==> config.mk <==
export PLATFORM = sky130hd
export DESIGN_NAME = regfile_decoded_np
export DESIGN_NICKNAME = d
export VERILOG_FILES = /design/src/rtl/regfile_decoded_np_pkg.sv /design/src/rtl/regfile_decoded_np_onehot_decoder.sv /design/src/rtl/regfile_decoded_np.sv
export SDC_FILE = /design/constraint.sdc
export NUM_CORES = 2
export LEC_CHECK = 0
export ABC_AREA = 1
export ABC_CLOCK_PERIOD_IN_PS = 2750
export CORE_ASPECT_RATIO = 1.25
export CORE_MARGIN = 2
export CORE_UTILIZATION = 66
export DETAILED_ROUTE_END_ITERATION = 8
export GPL_TIMING_DRIVEN = 0
export HOLD_SLACK_MARGIN = 0.12
export PLACE_DENSITY = 0.85
export SYNTH_ARGS = -nofsm -noshare
export SYNTH_HDL_FRONTEND = slang
export SYNTH_SLANG_ARGS = --single-unit
==> constraint.sdc <==
create_clock -name clk -period 2.75 [get_ports clk]
set_input_delay 0.275 -clock clk [delete_from_list [all_inputs] [get_ports clk]]
set_output_delay 0.275 -clock clk [all_outputs]
set_load 0.05 [all_outputs]
==> src/rtl/regfile_decoded_np_pkg.sv <==
// Shared definitions for the decoded register file: default geometry,
// parameter encodings and the address-width helper.
package regfile_decoded_np_pkg;

    localparam int unsigned RF_DEFAULT_WIDTH = 32;
    localparam int unsigned RF_DEFAULT_NREGS = 32;
    localparam int unsigned RF_DEFAULT_NRD   = 2;
    localparam int unsigned RF_MAX_NRD       = 4;

    localparam bit RF_ZERO_REG_OFF = 1'b0;
    localparam bit RF_ZERO_REG_ON  = 1'b1;
    localparam bit RF_BYPASS_OFF   = 1'b0;
    localparam bit RF_BYPASS_ON    = 1'b1;

    localparam int unsigned RF_COUNT_W   = 16;
    localparam logic [15:0] RF_COUNT_MAX = 16'hFFFF;

    // Smallest r with 2**r >= n; usable in constant expressions.
    function automatic int unsigned rf_clog2(input int unsigned n);
        int unsigned r;
        r = 0;
        while ((64'd1 << r) < 64'(n)) begin
            r++;
        end
        return r;
    endfunction

endpackage

==> src/rtl/regfile_decoded_np_onehot_decoder.sv <==
// Generic one-hot decoder: z[i] is set only when en is high and x equals i.
module onehot_decoder #(
    parameter  int unsigned AW = 5,
    localparam int unsigned N  = 1 << AW
) (
    input  logic [AW-1:0] x,
    input  logic          en,
    output logic [N-1:0]  z
);

    // Gating by en first keeps an unknown x from reaching z while idle.
    always_comb begin
        z = '0;
        for (int unsigned i = 0; i < N; i++) begin
            z[i] = en && (x == AW'(i));
        end
    end

endmodule

==> src/rtl/regfile_decoded_np.sv <==
// Parametrised register file: one synchronous write port with internal one-hot
// decode, NRD combinational read ports, optional bypass and hardwired zero register.
module regfile_decoded_np
    import regfile_decoded_np_pkg::*;
#(
    parameter  int unsigned WIDTH    = RF_DEFAULT_WIDTH,
    parameter  int unsigned NREGS    = RF_DEFAULT_NREGS,
    parameter  int unsigned NRD      = RF_DEFAULT_NRD,
    parameter  bit          ZERO_REG = RF_ZERO_REG_ON,
    parameter  bit          BYPASS   = RF_BYPASS_ON,
    localparam int unsigned AW       = rf_clog2(NREGS)
) (
    input  logic                  clk,
    input  logic                  rst_n,
    input  logic                  wr_en,
    input  logic [AW-1:0]         wr_addr,
    input  logic [WIDTH-1:0]      wr_data,
    input  logic [NRD*AW-1:0]     rd_addr,
    output logic [NRD*WIDTH-1:0]  rd_data,
    output logic [NREGS-1:0]      wr_onehot,
    output logic [RF_COUNT_W-1:0] wr_count
);

    if ((NREGS < 2) || (NREGS != (1 << AW))) begin : g_bad_nregs
        $error("regfile_decoded_np: NREGS must be a power of two >= 2");
    end
    if ((NRD < 1) || (NRD > RF_MAX_NRD)) begin : g_bad_nrd
        $error("regfile_decoded_np: NRD must be in 1..4");
    end

    logic [NREGS-1:0]      dec;
    logic [NREGS-1:0]      wr_mask;
    logic [WIDTH-1:0]      rf [NREGS];
    logic [NREGS-1:0]      wr_onehot_q;
    logic [RF_COUNT_W-1:0] wr_count_q;
    logic [RF_COUNT_W-1:0] wr_count_d;

    onehot_decoder #(.AW(AW)) u_dec (
        .x  (wr_addr),
        .en (wr_en),
        .z  (dec)
    );

    // Writes to a hardwired r0 are dropped here so they neither commit nor count.
    always_comb begin
        wr_mask = dec;
        if (ZERO_REG) begin
            wr_mask[0] = 1'b0;
        end
    end

    for (genvar gi = 0; gi < NREGS; gi++) begin : g_reg
        logic [WIDTH-1:0] reg_q;
        if (ZERO_REG && (gi == 0)) begin : g_zero
            assign reg_q = '0;
        end else begin : g_flop
            always_ff @(posedge clk or negedge rst_n) begin
                if (!rst_n) begin
                    reg_q <= '0;
                end else if (wr_mask[gi]) begin
                    reg_q <= wr_data;
                end
            end
        end
        assign rf[gi] = reg_q;
    end

    // Priority: zero register, then same-cycle bypass, then stored value.
    for (genvar gp = 0; gp < NRD; gp++) begin : g_rd
        logic [AW-1:0]    addr;
        logic [WIDTH-1:0] data;
        assign addr = rd_addr[gp*AW +: AW];
        always_comb begin
            data = rf[addr];
            if (BYPASS && wr_en && (wr_addr == addr)) begin
                data = wr_data;
            end
            if (ZERO_REG && (addr == '0)) begin
                data = '0;
            end
        end
        assign rd_data[gp*WIDTH +: WIDTH] = data;
    end

    always_comb begin
        wr_count_d = wr_count_q;
        if ((|wr_mask) && (wr_count_q != RF_COUNT_MAX)) begin
            wr_count_d = wr_count_q + 16'd1;
        end
    end

    always_ff @(posedge clk or negedge rst_n) begin
        if (!rst_n) begin
            wr_onehot_q <= '0;
            wr_count_q  <= '0;
        end else begin
            wr_onehot_q <= wr_mask;
            wr_count_q  <= wr_count_d;
        end
    end

    assign wr_onehot = wr_onehot_q;
    assign wr_count  = wr_count_q;

endmodule

==> impl_metrics.tcl, run 1 <==
set metrics [dict create \
    grt_pass1_wl_um 486000 \
    synth_seq_cells 1039 \
    cts_root_buffer "clkbuf_16" \
    grt-ovfl-total 37 \
    grt_pass1_vias 69574 \
    place_area_sq_mm 0.0606 \
    ys_seq_area_frac 0.453 \
    stop_stage "global routing" \
    synth_async_sr_flop_share 1.00 \
    clk_path_buf_depth 3 \
    ys_warn_count 0 \
    synth_edf_count 0 \
    numCtsBuffers 102 \
    place_congestion 1.30 \
    syn_inst 8062 \
    die_w_um 268 \
    detailed_place_hpwl_um 220000 \
    syn-cell-area_sq_mm 0.0574 \
    ys_types 30 \
    cts-htree-levels 3 \
    fp.dieH_um 334 \
    syn_area_per_cell_sq_um 7.13 \
    post-place-ws_ns -1.79 \
    io_pins 162 \
    initial_core_util 0.662 \
    rows 121 \
    synthFlopType "dfrtp_1" \
    numPortBuffers 150 \
    synth_nets 8113 \
    grt_use_total 0.747 \
    error_line "[ERROR GRT-0116] Global routing finished with congestion. Check the congestion regions in the DRC Viewer." \
    status "did not finish" \
    grt_max_degree 177 \
    cts_sinks 1039 \
]
-- logic make-up after synthesis --
group           after synthesis  share of synthesized area
compound gates             1874                      0.187
buf+inv                    1229                     0.0835
other cells                   1                  0.0000653
xor+xnor                     18                    0.00274
simple gates               3900                      0.274
flops                      1039                      0.453
fa+ha+maj                     1                   0.000218
-- stage by stage --
step | hold slack (ns) | instances | utilization
after floorplan | -0.0206 | 8062 | -
after CTS | 0.162 | 9582 | 0.756
after detailed placement | 0.361 | 9387 | 0.699
after global placement | 0.466 | 9380 | 0.696
-- layer usage --
layer  GRT usage  overflow
met5       0.305         0
met4       0.699        20
met3       0.586         0
met2       0.904        17
met1       0.775         0
-- cell usage after synthesis, types with 10 or more instances --
| library cell | n | share of area |
|---|---|---|
| nand4_1 | 33 | 0.0036 |
| inv_1 | 517 | 0.034 |
| o21ai_1 | 27 | 0.0024 |
| nand2_1 | 2518 | 0.16 |
| nor2_1 | 586 | 0.038 |
| dfrtp_1 | 1039 | 0.45 |
| buf_2 | 137 | 0.012 |
| buf_1 | 84 | 0.0055 |
| nand3_1 | 717 | 0.062 |
| or2_2 | 32 | 0.0035 |
| a21oi_1 | 252 | 0.022 |
| o21ai_0 | 1053 | 0.092 |
| xor2_1 | 10 | 0.0015 |
| clkbuf_1 | 464 | 0.030 |
| inv_2 | 20 | 0.0013 |
| o211ai_1 | 537 | 0.070 |
-- repair_timing --
action	in CTS
endpoints found under the setup margin	64
endpoints found under the hold margin	142
buffers inserted	7
resized for setup	955
pin swaps	9
gates cloned	1
hold buffers	1
==> inputs of run 2 (changes only) <==
CORE_ASPECT_RATIO = default   (was 1.25)
CORE_UTILIZATION = 40   (was 66)
HOLD_SLACK_MARGIN = default   (was 0.12)
PLACE_DENSITY = default   (was 0.85)
PLACE_DENSITY_LB_ADDON = 0.15   (was default)
==> run 2 against run 1 <==
Against the previous run: the flow now finishes, with violations (max-capacitance violations, negative setup slack); synthesized area unchanged; synthesized cell count stayed put.
==> impl_metrics.tcl, run 2 <==
set metrics [dict create \
    status "finished, violations left" \
    failed_checks "max-capacitance violations, negative setup slack" \
    irDropWorstVdd_uv 561 \
    max-slew-margin-rel 0.00219 \
    core_sq_mm 0.143 \
    synth_seq_cells 1039 \
    die_w_um 383 \
    finClkSkew_ns 0.00281 \
    whs_endpoint "g_reg[20].reg_q[30]" \
    hold_start "wr_data[30]" \
    syn-cell-area_sq_mm 0.0574 \
    fin_crit_ns 2.92 \
    hold_class "primary input to flip-flop" \
    rr_endpoint "wr_count[11]" \
    rows 139 \
    place_area_sq_mm 0.0615 \
    cp_max_fo 10 \
    viasPerCell 6.24 \
    netlist_top_cells_count "nand2_1 (2518), o21ai_0 (1053), dfrtp_1 (1039)" \
    ys_seq_area_frac 0.453 \
    power_mw 49.5 \
    final_area_sq_mm 0.0686 \
    synth_async_sr_flop_share 1.00 \
    max_clock_freq_ghz 0.342 \
    period_share 1.06 \
    cts_sinks 1039 \
    numCtsBuffers 121 \
    drt_iter0_drc 10263 \
    required_ns 2.48 \
    syn_area_per_cell_sq_um 7.13 \
    grt_max_degree 168 \
    wl_per_cell_um 33.2 \
    grt_use_total 0.460 \
    synth_edf_count 0 \
    cts_tree "built" \
    io_pins 162 \
    area_growth_pct 19.4 \
    rr_worst_depth 10 \
    synth_area_leaders "dfrtp_1 (45%), nand2_1 (16%), o21ai_0 (9.2%)" \
    ys_warn_count 0 \
    vias 64746 \
    hold_violations 0 \
    cap_violations 2 \
    power.leakage_nw 32.0 \
    clk_path_buf_depth 3 \
    nets 8408 \
    synth_nets 8113 \
    slew_viol_final 0 \
    syn_inst 8062 \
    setup_violations 40 \
    final_layout_size_suffix_gt1_frac 0.128 \
    r2r_start "wr_count[0]" \
    cts-htree-levels 3 \
    r2r_setup_slack_ns 0.62 \
    antenna_left 0 \
    synthFlopType "dfrtp_1" \
    cpPeakStageDelay_ns 0.32 \
    fp.dieH_um 383 \
    path_clk_slew_ns 0.06 \
    rsz0062_at_grt "yes" \
    final_cell_mix "nand2_1 (2431), o21ai_0 (1051), dfrtp_1 (1036)" \
    power_density_mw_per_mm2 722 \
    initial_core_util 0.401 \
    crit_path_cell_trace "buf_6, inv_4, nor2_4, clkinv_4, clkbuf_2, nor2_2, nor2_1, nand2_1, nand3_4, nand2_1, inv_1, clkdlybuf4s15_2" \
    place_congestion 1.10 \
    yosys.area.top_type_share 0.453 \
    clk_latency_ns 0.77 \
    cp-start-kind "primary input" \
    synth_most_common_cell "nand2_1" \
    numPortBuffers 150 \
    fin_setup_tns_ns -2.43 \
    largest_register "g.reg_q" \
    grt_antenna_before_repair 23 \
    critPathCaptureType "output pin" \
    yosys.area.top_type "dfrtp_1" \
    tightest_slew_ns 1.50 \
    drt_pass1_iterations 7 \
    critical-path-slowest-cell "clkbuf_2" \
    critPathArrivalTime_ns 2.65 \
    holdPathStages 3 \
    detailed_place_hpwl_um 259000 \
    drcViolationCount 0 \
    dieArea_sq_mm 0.147 \
    worst-setup-path-type "primary input to output pin" \
    startpoint "rd_addr[7]" \
    ys_types 30 \
    grt_pass1_vias 59044 \
    final_common_cell "nand2_1" \
    cp_common_cell "nand2_1" \
    postRouteWirelength_um 344000 \
    cts_root_buffer "clkbuf_16" \
    grt_pass1_wl_um 473000 \
    grt-ovfl-total 0 \
    largest_reg_flops 992 \
    fin_ws_ns -0.174 \
]
-- run 2: cell type report --
class                           instances  area, sq um
Antenna cell                           15         37.5
Buffer                                685         3920
Clock buffer                          171         3510
Clock inverter                         54          666
Fill cell                           14759        74500
Inverter                              541         2060
Multi-Input combinational cell       5794        28100
Sequential cell                      1039        26000
Tap cell                             1903         2380
Timing Repair Buffer                  175         1880
-- run 2: power breakdown --
| part | internal [mW] | switching [mW] | total, mW |
|---|---|---|---|
| sequential | 18.1 | 2.25 | 20.4 |
| combinational | 3.54 | 8.11 | 11.7 |
| clock | 10.1 | 7.33 | 17.5 |
| total | 31.8 | 17.7 | 49.5 |
-- run 2: per-layer routing --
layer,GRT usage,vias up,share of wire
met5,0,-,0.00037
met1,0.593,31745,0.38
met3,0.165,1104,0.14
met4,0.336,18,0.092
met2,0.630,4758,0.40
li1,-,27121,-
-- run 2: worst max-delay path: cells and delay by family --
family,cells,cell delay [ns]
AND/OR/NAND/NOR,6,0.94
buffers and inverters,6,1.35
-- run 2: worst max-delay path by stage --
stage / cells past startpoint / slack [ns] / endpoint
6_report: 12 / -0.17 / rd_data[32]
5_1_grt: 13 / -0.13 / rd_data[32]
4_1_cts: 13 / -0.10 / rd_data[32]
3_5_place_dp: 12 / -2.45 / rd_data[27]
3_3_place_gp: 1 / -48.47 / wr_count[1]
2_1_floorplan: 10 / 0.56 / wr_count[12]
-- run 2: cells by family (layout without fill, tap and decap cells) --
logic type / Yosys count / in the layout / synth area share
buffers and inverters: 1229 / 1626 / 0.0835
AOI/OAI and AO/OA: 1874 / 1874 / 0.187
xor gates and xnor gates: 18 / 18 / 0.00274
other: 1 / 16 / 0.0000653
DFF: 1039 / 1039 / 0.453
adders and majority gates: 1 / 1 / 0.000218
and+or+nand+nor: 3900 / 3900 / 0.274
-- run 2: per-stage QoR --
step                 util  worst slack (ns)  hold slack, ns  instances
floorplan               -             0.555         -0.0206       8062
global placement    0.428            -48.47           0.467      10115
detailed placement  0.430             -2.45           0.326      10121
CTS                 0.474            -0.103          0.0527      10354
global route        0.479            -0.126          0.0361      10362
finish              0.479            -0.174          0.0599      10377
-- run 2: timing repair --
item / CTS / global route
resized for setup: 1224 / 274
gates cloned: 0 / 0
pin swaps: 52 / 94
hold endpoints to repair: 130 / 0
setup buffers: 10 / 8
hold buffers: 1 / 0
endpoints found under the setup margin: 73 / 123
Note: power is estimated with default switching activity, not from simulation.
